[config.mk]
export PLATFORM = sky130hd
export DESIGN_NAME = hbus_xfer
export DESIGN_NICKNAME = d
export VERILOG_FILES = /design/src/rtl/hbus_xfer.sv
export SDC_FILE = /design/constraint.sdc
export NUM_CORES = 1
export LEC_CHECK = 0
export ABC_AREA = 1
export CAP_MARGIN = 25
export CELL_PAD_IN_SITES_DETAIL_PLACEMENT = 1
export CELL_PAD_IN_SITES_GLOBAL_PLACEMENT = 1
export CORE_MARGIN = 8
export CORE_UTILIZATION = 33
export CTS_CLUSTER_DIAMETER = 100
export CTS_CLUSTER_SIZE = 20
export DETAILED_ROUTE_END_ITERATION = 10
export PLACE_DENSITY_LB_ADDON = 0.1
export SYNTH_ARGS = -nofsm -noshare
export SYNTH_HDL_FRONTEND = slang
export SYNTH_SLANG_ARGS = --single-unit
export TNS_END_PERCENT = 50
[constraint.sdc]
create_clock -name clk -period 1.7 [get_ports clk]
set_input_delay 0.34 -clock clk [delete_from_list [all_inputs] [get_ports clk]]
set_output_delay 0.34 -clock clk [all_outputs]
set_load 0.01 [all_outputs]
[src/rtl/hbus_xfer.sv]
// HyperBus burst sequencer: command/address phase, initial latency, data streaming toward a DDR pad block.
// Optional macro HBUS_DOUBLE_LATENCY_EN selects fixed double initial latency (2*LATENCY clocks).
module hbus_xfer #(
  parameter int LATENCY  = 6,
  parameter int RD_DELAY = 2
) (
  input  logic        clk,
  input  logic        rst_n,
  input  logic        req_valid,
  output logic        req_ready,
  input  logic        req_we,
  input  logic [31:0] req_addr,
  input  logic [7:0]  req_len,
  input  logic [15:0] wdata,
  input  logic        wdata_valid,
  output logic        wdata_ready,
  output logic [15:0] rdata,
  output logic        rdata_valid,
  output logic        done,
  output logic        cs_n,
  output logic        ck_en,
  output logic        oe,
  output logic        rwds_o,
  output logic [15:0] dq_out,
  input  logic [15:0] dq_in
);

  localparam logic [2:0] S_IDLE = 3'd0;
  localparam logic [2:0] S_CA   = 3'd1;
  localparam logic [2:0] S_LAT  = 3'd2;
  localparam logic [2:0] S_WR   = 3'd3;
  localparam logic [2:0] S_RD   = 3'd4;
  localparam logic [2:0] S_END  = 3'd5;

`ifdef HBUS_DOUBLE_LATENCY_EN
  localparam int LAT_CYC = 2 * LATENCY;
`else
  localparam int LAT_CYC = LATENCY;
`endif
  localparam logic [3:0] LAT_LOAD = 4'(LAT_CYC - 1);

  function automatic logic [15:0] swap16(input logic [15:0] w);
    return {w[7:0], w[15:8]};
  endfunction

  function automatic logic [15:0] ca_word(input logic we, input logic [31:0] a, input logic [1:0] idx);
    logic [47:0] ca;
    ca = {~we, 1'b0, 1'b1, a[31:3], 13'd0, a[2:0]};
    case (idx)
      2'd0:    return ca[47:32];
      2'd1:    return ca[31:16];
      default: return ca[15:0];
    endcase
  endfunction

  logic [2:0]          state_q, state_d;
  logic                we_q, we_d;
  logic [31:0]         addr_q, addr_d;
  logic [7:0]          cnt_q, cnt_d;
  logic [1:0]          idx_q, idx_d;
  logic [3:0]          lat_q, lat_d;
  logic [RD_DELAY-1:0] pipe_q, pipe_d, last_q, last_d;
  logic                cs_n_q, cs_n_d, oe_q, oe_d, ck_q, ck_d;
  logic [15:0]         dq_q, dq_d, rdata_q, rdata_d;
  logic                rv_q, rv_d, done_q, done_d, rdy_q, rdy_d;
  logic                wr_fire, rd_push, emerge, emerge_last;

  assign wr_fire     = (state_q == S_WR) && wdata_valid;
  assign rd_push     = (state_q == S_RD);
  assign emerge      = pipe_q[RD_DELAY-1];
  assign emerge_last = last_q[RD_DELAY-1];

  // Next-state and sequencing counters
  always_comb begin
    state_d = state_q;
    we_d    = we_q;
    addr_d  = addr_q;
    cnt_d   = cnt_q;
    idx_d   = idx_q;
    lat_d   = lat_q;
    case (state_q)
      S_IDLE: begin
        if (req_valid) begin
          state_d = S_CA;
          we_d    = req_we;
          addr_d  = req_addr;
          cnt_d   = (req_len == 8'd0) ? 8'd1 : req_len;
          idx_d   = 2'd0;
        end else begin
          state_d = S_IDLE;
        end
      end
      S_CA: begin
        if (idx_q == 2'd2) begin
          state_d = S_LAT;
          lat_d   = LAT_LOAD;
        end else begin
          idx_d = idx_q + 2'd1;
        end
      end
      S_LAT: begin
        if (lat_q == 4'd0) begin
          state_d = we_q ? S_WR : S_RD;
        end else begin
          lat_d = lat_q - 4'd1;
        end
      end
      S_WR: begin
        if (wr_fire && (cnt_q == 8'd1)) begin
          state_d = S_END;
        end else if (wr_fire) begin
          cnt_d = cnt_q - 8'd1;
        end else begin
          cnt_d = cnt_q;
        end
      end
      S_RD: begin
        if (cnt_q == 8'd1) begin
          state_d = S_END;
        end else begin
          cnt_d = cnt_q - 8'd1;
        end
      end
      S_END: begin
        if (we_q || emerge_last) begin
          state_d = S_IDLE;
        end else begin
          state_d = S_END;
        end
      end
      default: state_d = S_IDLE;
    endcase
  end

  // Registered pad/control outputs derived from the upcoming state
  always_comb begin
    cs_n_d  = !((state_d == S_CA) || (state_d == S_LAT) || (state_d == S_WR) || (state_d == S_RD));
    oe_d    = (state_d == S_CA);
    ck_d    = (state_d == S_CA) || (state_d == S_LAT) || (state_d == S_RD);
    dq_d    = (state_d == S_CA) ? swap16(ca_word(we_d, addr_d, idx_d)) : 16'd0;
    rdy_d   = (state_d == S_IDLE);
    pipe_d  = RD_DELAY'({pipe_q, rd_push});
    last_d  = RD_DELAY'({last_q, rd_push && (cnt_q == 8'd1)});
    rv_d    = emerge;
    rdata_d = emerge ? swap16(dq_in) : rdata_q;
    done_d  = ((state_q == S_WR) && (state_d == S_END)) || emerge_last;
  end

  // State and output registers with synchronous active-low reset
  always_ff @(posedge clk) begin
    if (!rst_n) begin
      state_q <= S_IDLE;
      we_q    <= 1'b0;
      addr_q  <= 32'd0;
      cnt_q   <= 8'd0;
      idx_q   <= 2'd0;
      lat_q   <= 4'd0;
      pipe_q  <= '0;
      last_q  <= '0;
      cs_n_q  <= 1'b1;
      oe_q    <= 1'b0;
      ck_q    <= 1'b0;
      dq_q    <= 16'd0;
      rdy_q   <= 1'b0;
      rv_q    <= 1'b0;
      rdata_q <= 16'd0;
      done_q  <= 1'b0;
    end else begin
      state_q <= state_d;
      we_q    <= we_d;
      addr_q  <= addr_d;
      cnt_q   <= cnt_d;
      idx_q   <= idx_d;
      lat_q   <= lat_d;
      pipe_q  <= pipe_d;
      last_q  <= last_d;
      cs_n_q  <= cs_n_d;
      oe_q    <= oe_d;
      ck_q    <= ck_d;
      dq_q    <= dq_d;
      rdy_q   <= rdy_d;
      rv_q    <= rv_d;
      rdata_q <= rdata_d;
      done_q  <= done_d;
    end
  end

  // Write words pass straight through so a stalled cycle never clocks the bus
  assign wdata_ready = wr_fire;
  assign oe          = oe_q | wr_fire;
  assign ck_en       = ck_q | wr_fire;
  assign dq_out      = wr_fire ? swap16(wdata) : dq_q;
  assign cs_n        = cs_n_q;
  assign req_ready   = rdy_q;
  assign rdata       = rdata_q;
  assign rdata_valid = rv_q;
  assign done        = done_q;
  assign rwds_o      = 1'b0;

endmodule
# Yosys cells after proc, flatten, opt, wreduce, memory -nomap -nowiden
# Cells that the tools add are included.
# totals
memories,0
ff_bits,92
mem_bits_ro,0
out_inout_bits,40
in_bits,77
ram_bits,0
latch_bits,0
word_cells,88
# op_classes
mux,26
n_bitwise,3
eq_ne,19
n_div,0
addsub,3
order_cmp,0
mul,0
shift,0
n_reduce_logical,21
# op_table
operator,n
two-way mux 32 bit,2
two-way mux 8 bit,5
case mux 16 bit (2 select lines),1
case mux 8 bit (3 select lines),1
two-way mux 3 bit,6
case mux 3 bit (6 select lines),1
two-way mux 16 bit,1
equality test 3 x 2 -> 1 bit (second input constant),4
equality test 3 bit (second input constant),4
!= test 2 bit (second input constant),6
equality test 8 x 1 -> 1 bit (second input constant),1
logical NOT 8 bit,1
two-way mux 4 bit,2
case mux 4 bit (2 select lines),1
subtractor 8 x 1 -> 8 bit (second input constant),1
equality test 3 x 1 -> 1 bit (second input constant),2
logical NOT 3 bit,2
logical OR 1 bit,6
AND reduction 5 bit,1
logical AND 1 bit,4
logical NOT 4 bit,1
two-way mux 2 bit,2
case mux 2 bit (2 select lines),1
subtractor 4 x 1 -> 4 bit (second input constant),1
other kinds (12),15

# Longest topological paths before layout
# Gate-level depths: netlist (run 1).
# logic_depth
word_depth,10
ltp_mapped,11
depth_no_buf,11

# Worst setup path before layout (run 1)
# Ideal clock, no wire load.
# synth_timing
path_type,register to output
start,register state_q[2]
end,output port dq_out[10]
stages_incl_launch_ff,8
arrival_ns,1.218
n_path_buf,2
setup_slack_ns,0.142
required_time_ns,1.360
cell_sequence,dfxtp_1 -> inv_2 -> nand3_1 -> nor2_2 -> buf_2 -> buf_2 -> nand2_1 -> nand2_1
# synth_via
elab_chain_len,3
# synth_lines
item,line_no,rtl
from (decl),56,"logic [2:0] state_q, state_d;"
from (signal assigned),169,state_q <= state_d;
equality test 3 x 2 -> 1 bit,68,assign wr_fire = (state_q == S_WR) && wdata_valid;
logical AND 1 bit,68,
net wdata_ready,16,"output logic wdata_ready,"
two-way mux 16 bit,192,assign dq_out = wr_fire ? swap16(wdata) : dq_q;
to (decl),24,"output logic [15:0] dq_out,"
# The timed path passes the listed nets, and every way through them passes these cells.

# Final worst setup path (run 1)
# layout_timing
start,register state_q[2]
end,output port dq_out[10]
# layout_via
elab_chain_len,3
# layout_lines
item,line_no
equality test 3 x 2 -> 1 bit,68
logical AND 1 bit,68
two-way mux 16 bit,192
# Every way passes these cells.

==> results of run 1 <==
-- cell families after synthesis --
group                      after synthesis
AOI/OAI and AO/OA                       79
xor gates and xnor gates                 1
adders and majority gates                6
buffers and inverters                   68
DFF                                     92
muxes                                   13
other                                    1
and+or+nand+nor                        290
-- worst min path at each step --
stage          slack (ps)   endpoint  depth (start not counted)
6_report              420  pipe_q[1]                          2
5_1_grt               440  pipe_q[1]                          2
4_1_cts               420  pipe_q[1]                          2
3_5_place_dp          410  pipe_q[1]                          2
3_3_place_gp          400  last_q[1]                          2
2_1_floorplan         390  last_q[1]                          2
-- layout by cell type (no fill, tap or decap), types with 5 or more instances in the layout --
cell type / synthesis / routed
nor2_4: 1 / 9
nand2_1: 137 / 98
mux2i_1: 13 / 12
ha_1: 6 / 6
o21ai_1: 3 / 9
dfxtp_1: 92 / 88
buf_2: 3 / 11
nand2_2: 3 / 33
o22ai_1: 10 / 10
buf_12: 0 / 6
nor2_1: 96 / 89
a21oi_1: 20 / 19
clkdlybuf4s50_1: 0 / 95
inv_2: 3 / 5
o21ai_0: 42 / 35
or2_2: 15 / 13
buf_4: 5 / 36
inv_1: 43 / 39
nand3_1: 23 / 22
clkbuf_16: 0 / 9
buf_6: 2 / 17
nand2_4: 0 / 9
-- sequential cells by signal, summed over array words and instances, names as in the netlist --
register     cells
pipe_q           2
oe_q             1
state_q          3
cs_n             1
idx_q            2
rdata_valid      1
done             1
lat_q            4
dq_q            16
cnt_q            8
req_ready        1
we_q             1
last_q           2
rdata           16
addr_q          32
ck_q             1
-- cell usage after synthesis, types with 4 or more instances --
cell type	count	area (um2)
nor3_1	4	20.0
dfxtp_1	92	1840
mux2i_1	13	130
nor2_1	96	360
inv_1	43	161
ha_1	6	75.1
o21ai_0	42	210
nand2_1	137	514
o22ai_1	10	62.6
nand3_1	23	115
clkbuf_1	11	41.3
or2_2	15	93.8
buf_4	5	37.5
a21oi_1	20	100
-- through the flow --
step                power (mW)  worst slack, ps  instances  area, um2
finish                    5.76             -136        857       6220
global route              6.02             -224        857       6220
CTS                       5.74             -190        857       6050
detailed placement        3.42             -692        833       5550
global placement          3.39             -689        833       5550
floorplan                 2.91              142        550       3980
-- per-layer routing --
layer,up-vias,part of all wire (%),GRT usage [%]
met5,-,0,0
met4,0,1.6,5.80
met3,17,6.3,4.81
met2,92,50,30.2
met1,1932,42,18.5
li1,2056,-,-
-- cell type report --
| class | instances | area (um2) | area share [%] |
|---|---|---|---|
| repair buffers | 166 | 1600 | 25.6 |
| well taps | 147 | 184 | 2.95 |
| multi-input cells | 390 | 2080 | 33.4 |
| clock buffers | 11 | 233 | 3.74 |
| clock inverters | 4 | 98.8 | 1.59 |
| inverters | 47 | 188 | 3.02 |
| flip-flops and latches | 92 | 1850 | 29.7 |
-- worst register-to-register path, delay by kind of cell (launching register included) --
family | cells | cell delay [ps]
AO/OA/AOI/OAI | 1 | 170
buffers and inverters | 4 | 530
flip-flops | 1 | 340
AND/OR/NAND/NOR | 6 | 580
-- power by group through the flow --
stage | Sequential [mW] | Combinational [mW] | Clock (mW)
after detailed placement | 2.39 | 1.03 | 0
after global routing | 2.37 | 1.24 | 2.41
after CTS | 2.35 | 1.06 | 2.32
after global placement | 2.39 | 1.01 | 0
final | 2.36 | 1.12 | 2.28
after floorplan | 2.38 | 0.530 | 0
-- what timing repair did --
item / in CTS / in global routing
cloned: 3 / 0
endpoints found under the hold margin: 0 / 0
endpoints found under the setup margin: 48 / 52
pin swaps: 11 / 11
setup buffers: 6 / 2
gates resized for setup: 131 / 63
==> summary.txt, run 1 <==
Status: finished, violations left
Violated checks: setup timing
Setup total negative slack: -2180 ps
Achievable Freq: 0.545 GHz
Relative contribution of sequential cells to total power: 41.0%
Clock Tree Root: clkbuf_16
Worst-path cell chain: inv_2 > nand3_4 > nor2_4 > buf_12 > inv_8 > buf_12 > nand2_4 > nand2_1 > buf_2
Min cycle time layout: 1840 ps
Antenna violations before repair: 0
Total power per unit cell area: 925 nW/um2
Worst-margin pin slew: 560 ps
Worst hold slack: 419 ps
Post-route fraction of the period consumed by the critical path: 108%
Async set or reset register ratio after synthesis: 0%
Peak per-stage delay on the critical path: 320 ps
Number of global-route vias before repair: 4460
Ratio of cells with drive above 1 in the final layout: 23.7%
Net Sw Power: 1.47 mW
FP Rows: 40
End point of the critical path: dq_out[10]
Final setup viols: 18
EDFF count, synth: 0
Maximum Capacitance Violations: 0
Final Worst Setup Slack: -136 ps
Largest vdd supply drop: 0.000363 V
Boundary pin count: 117
Main combinational cell family by area after synthesis: simple AND/OR/NAND/NOR gates
Global-route wire length before repair: 21600 um
Clock Path Buffers: 2
Total of hold buffers inserted after clock tree synthesis: 0
Gp weighted congestion: 0.812
Post-Synth Simple-Gate Area: 30.4%
Sequential fraction of the synthesis area: 46.3%
Flip-flop cell with the highest count after synthesis: dfxtp_1
Startpoint of the tightest hold check path: pipe_q[0]
Cells after synthesis: 550
Floorplan die height: 126 um
Class of the most critical setup path: flip-flop to output pin
Latest clock arrival within the worst-skew pair: 340 ps
Family with the most delay on the worst path: buffers and inverters
Portion of netlist area occupied by mux cells: 3.27%
Compound-cell area share of the yosys netlist: 10.5%
Final routed wire length divided by cell count: 15.5 um
Final ANT Viol Nets: 0
Combined area of all synthesized cells: 3980 um2
Synthesized area per cell: 7.23 um2
Number of clock sinks: 92
Post-route core utilization: 52.3%
Switching share of total power: 25.6%
Largest clock skew in the final design: 7.37 ps
Relative slew margins: 62.6%
Initial standard-cell utilization of the core: 33.4%
Part of the power in the clock network: 39.6%
Number of cells on the critical path: 9
Total leakage power: 2.86 nW
Arithmetic-cell share of the synthesized area counting full adders, half adders and majority gates: 1.89%
Final count of pins violating max slew: 0
Gate power share: 19.4%
Clock input transition at the sequential cells of the worst setup and hold paths: 70 ps
Vias per inst: 4.78
DR DRC count: 0
Start point of the critical path: state_q[2]
TritonCTS clock tree: built
Net count after synthesis: 633
Slowest library cell on the worst path: dfxtp_2
Largest net degree at the start of global routing: 29
Data required, critical path: 1360 ps
Violation count after the first detailed-routing iteration: 160
Area overhead of the layout relative to synthesis: 56.5%
DP Wirelength: 9380 um
Unrepaired setup endpoints after global routing: yes
Floorplan core area: 11900 um2
Start of the worst register-to-register path: state_q[0]
Total routing usage reported by global routing: 16.8%
Terminus of the critical flop-to-flop path: dq_q[2]
Clock buffer count from CTS: 9
Post-Synth XOR/XNOR Area: 0.220%
Internal cell power: 4.29 mW
Number of warnings printed during yosys synthesis: 0
Final antenna diode count: 0
Via count: 4097
Number of I/O port buffers: 115
Routed Wire Length: 13300 um
Floorplan die width: 126 um
Type of destination of the critical path: output pin
Cell repeated most along the worst path: buf_12
Die ar.: 15800 um2
Buffers and inverters on the worst path: 5
Filler cells: 1455
CP startpoint kind: flip-flop
Number of cell instances on the worst register-to-register path: 11
R2R setup slack: 0 ps
Number of H-tree branching levels: 3
Iteration count of the initial detailed-routing pass: 4
Netlist cell types: 33
Count of final hold-check violations: 0
Synthesized flop and latch total: 92
Worst-path fanout max: 6
Critical path arrival: 1500 ps
Path type of the worst min-delay path: flip-flop to flip-flop
Final-stage net count: 789
Final global-route overflow total: 0
No activity file was read; power rests on OpenSTA's default activity.
==> run 2, diff against run 1 <==
--- a/config.mk
+++ b/config.mk
@@ -18,4 +18,3 @@
 export SYNTH_ARGS = -nofsm -noshare
 export SYNTH_HDL_FRONTEND = slang
 export SYNTH_SLANG_ARGS = --single-unit
-export TNS_END_PERCENT = 50
==> constraint.sdc (replaced) <==
create_clock -name clk -period 1.89 [get_ports clk]
set_input_delay 0.378 -clock clk [delete_from_list [all_inputs] [get_ports clk]]
set_output_delay 0.378 -clock clk [all_outputs]
set_load 0.01 [all_outputs]
==> summary.txt, run 2 (synthesized netlist as in run 1, its figures left out) <==
Largest vdd supply drop: 0.000318 V (-13%)
Switching share of total power: 26.6% (+1.1 points)
Antenna violations before repair: 0 (unchanged)
Net Sw Power: 1.28 mW (-13%)
Type of destination of the critical path: output pin
Terminus of the critical flop-to-flop path: dq_q[14]
Status: finished, final reports clean
Unrepaired setup endpoints after global routing: yes
Floorplan die width: 126 um (unchanged)
Gp weighted congestion: 0.815 (+0.31%)
Iteration count of the initial detailed-routing pass: 4 (unchanged)
Number of clock sinks: 92 (unchanged)
Data required, critical path: 1510 ps (+150 ps)
Total of hold buffers inserted after clock tree synthesis: 0 (unchanged)
Path type of the worst min-delay path: flip-flop to flip-flop
Final antenna diode count: 0 (unchanged)
Latest clock arrival within the worst-skew pair: 340 ps (about the same)
Total power per unit cell area: 815 nW/um2 (-12%)
Number of global-route vias before repair: 4277 (-4.1%)
Leading cell types in the layout, fill and taps excluded: nand2_1 (124), clkdlybuf4s50_1 (95), nor2_1 (90)
Final global-route overflow total: 0 (unchanged)
Commonest non-fill, non-tap cell in the layout: nand2_1
Number of H-tree branching levels: 3 (unchanged)
Initial standard-cell utilization of the core: 33.4% (unchanged)
DR DRC count: 0 (unchanged)
TritonCTS clock tree: built
Clock Path Buffers: 2 (unchanged)
Final count of pins violating max slew: 0 (unchanged)
Final-stage net count: 775 (-1.8%)
Worst hold slack: 424 ps (+4.51 ps)
Top reg by flops: addr_q
Depth of the worst hold-timing path: 2 (unchanged)
Routed Wire Length: 12600 um (-4.7%)
Post-route core utilization: 49.5% (-2.8 points)
Floorplan core area: 11900 um2 (unchanged)
Start of the worst register-to-register path: state_q[1]
Area overhead of the layout relative to synthesis: 48.2%
Startpoint of the tightest hold check path: last_q[0]
Achievable Freq: 0.538 GHz
FP Rows: 40 (unchanged)
Worst-margin pin slew: 546 ps (-14.5 ps)
Global-route wire length before repair: 20900 um (-3.4%)
Via count: 4030 (-1.6%)
CP startpoint kind: flip-flop
Gate power share: 18.6% (-0.8 points)
Setup total negative slack: 0 ps (+2180 ps)
R2R setup slack: 180 ps (+180 ps)
Min-Delay Endpoint: last_q[1]
Clock input transition at the sequential cells of the worst setup and hold paths: 60 ps (about the same)
Clock Tree Root: clkbuf_16
Violation count after the first detailed-routing iteration: 122 (-24%)
Number of I/O port buffers: 115 (unchanged)
Part of the power in the clock network: 37.4% (-2.2 points)
Total routing usage reported by global routing: 16.3% (-0.54 points)
Final routed wire length divided by cell count: 15.0 um (-3.2%)
Critical path arrival: 1480 ps (-20 ps)
Maximum Capacitance Violations: 0 (unchanged)
Die ar.: 15800 um2 (unchanged)
Relative slew margins: 63.6% (+0.97 points)
Start point of the critical path: state_q[2]
Floorplan die height: 126 um (unchanged)
Post-route fraction of the period consumed by the critical path: 98.4%
Number of cell instances on the worst register-to-register path: 11 (unchanged)
Worst-path fanout max: 7 (+1)
Clock buffer count from CTS: 9 (unchanged)
Min cycle time layout: 1860 ps
Class of the most critical setup path: flip-flop to output pin
Boundary pin count: 117 (unchanged)
Largest net degree at the start of global routing: 39 (+34%)
Final ANT Viol Nets: 0 (unchanged)
Vias per inst: 4.77 (-0.12%)
Relative contribution of sequential cells to total power: 44.0% (+3.0 points)
Internal cell power: 3.52 mW (-18%)
Number of flip-flops under the largest register name: 32 (unchanged)
Final setup viols: 0 (-18)
Ratio of cells with drive above 1 in the final layout: 17.6% (-6.0 points)
Total leakage power: 2.74 nW (-4.3%)
Count of final hold-check violations: 0 (unchanged)
Largest clock skew in the final design: 4.58 ps (-2.79 ps)
DP Wirelength: 9260 um (-1.2%)
run 2: through the flow:
step / instance area (um2) / cells / total power, mW / setup WS (ps)
2_1_floorplan: 3980 / 550 / 2.62 / 294
6_report: 5900 / 844 / 4.81 / 29.8
3_3_place_gp: 5430 / 817 / 3.01 / -547
3_5_place_dp: 5430 / 817 / 3.03 / -574
5_1_grt: 5900 / 844 / 5.05 / -63.6
4_1_cts: 5730 / 838 / 4.84 / -47.4
run 2: layout make-up:
type                       instances  area, um2
fill                            1510       6020
multi-input combinational        390       1920
sequential                        92       1850
timing repair buffer             152       1470
clock buffer                      10        229
inverter                          47        186
tap                              147        184
clock inverter                     6       62.6
run 2: worst max-delay path, cell delays in order (launching register included):
cell and delay, ps:
dfxtp_2 320, inv_2 70, nand3_4 70, nor2_4 110, buf_12 140, buf_12 120
buf_6 100, nand2_2 30, nand2_1 50, buf_2 120
run 2: how the worst max path moves through the flow:
stage                  to  slack, ps  cells after the start
2_1_floorplan  dq_out[10]        290                      7
3_3_place_gp   dq_out[14]       -550                      8
3_5_place_dp   dq_out[14]       -570                      8
4_1_cts             ck_en        -50                      6
5_1_grt        dq_out[10]        -60                      9
6_report       dq_out[10]         30                      9
run 2: power groups by stage:
stage               Sequential, mW  Combinational, mW  Clock, mW
global placement              2.15              0.858          0
CTS                           2.11              0.872       1.86
finish                        2.11              0.896       1.80
detailed placement            2.15              0.883          0
global route                  2.12               1.01       1.92
floorplan                     2.14              0.477          0
run 2: what timing repair did:
item | in CTS | in global routing
setup buffers | 4 | 5
gates resized for setup | 88 | 36
pin swaps | 5 | 10
setup endpoints to repair | 26 | 43
gates cloned | 1 | 1
run 2: routing by layer:
| layer | GRT usage (%) | routed length, um |
|---|---|---|
| met5 | 0 | 0 |
| met4 | 7.01 | 229 |
| met3 | 5.11 | 768 |
| met2 | 28.2 | 6150 |
| met1 | 18.0 | 5500 |
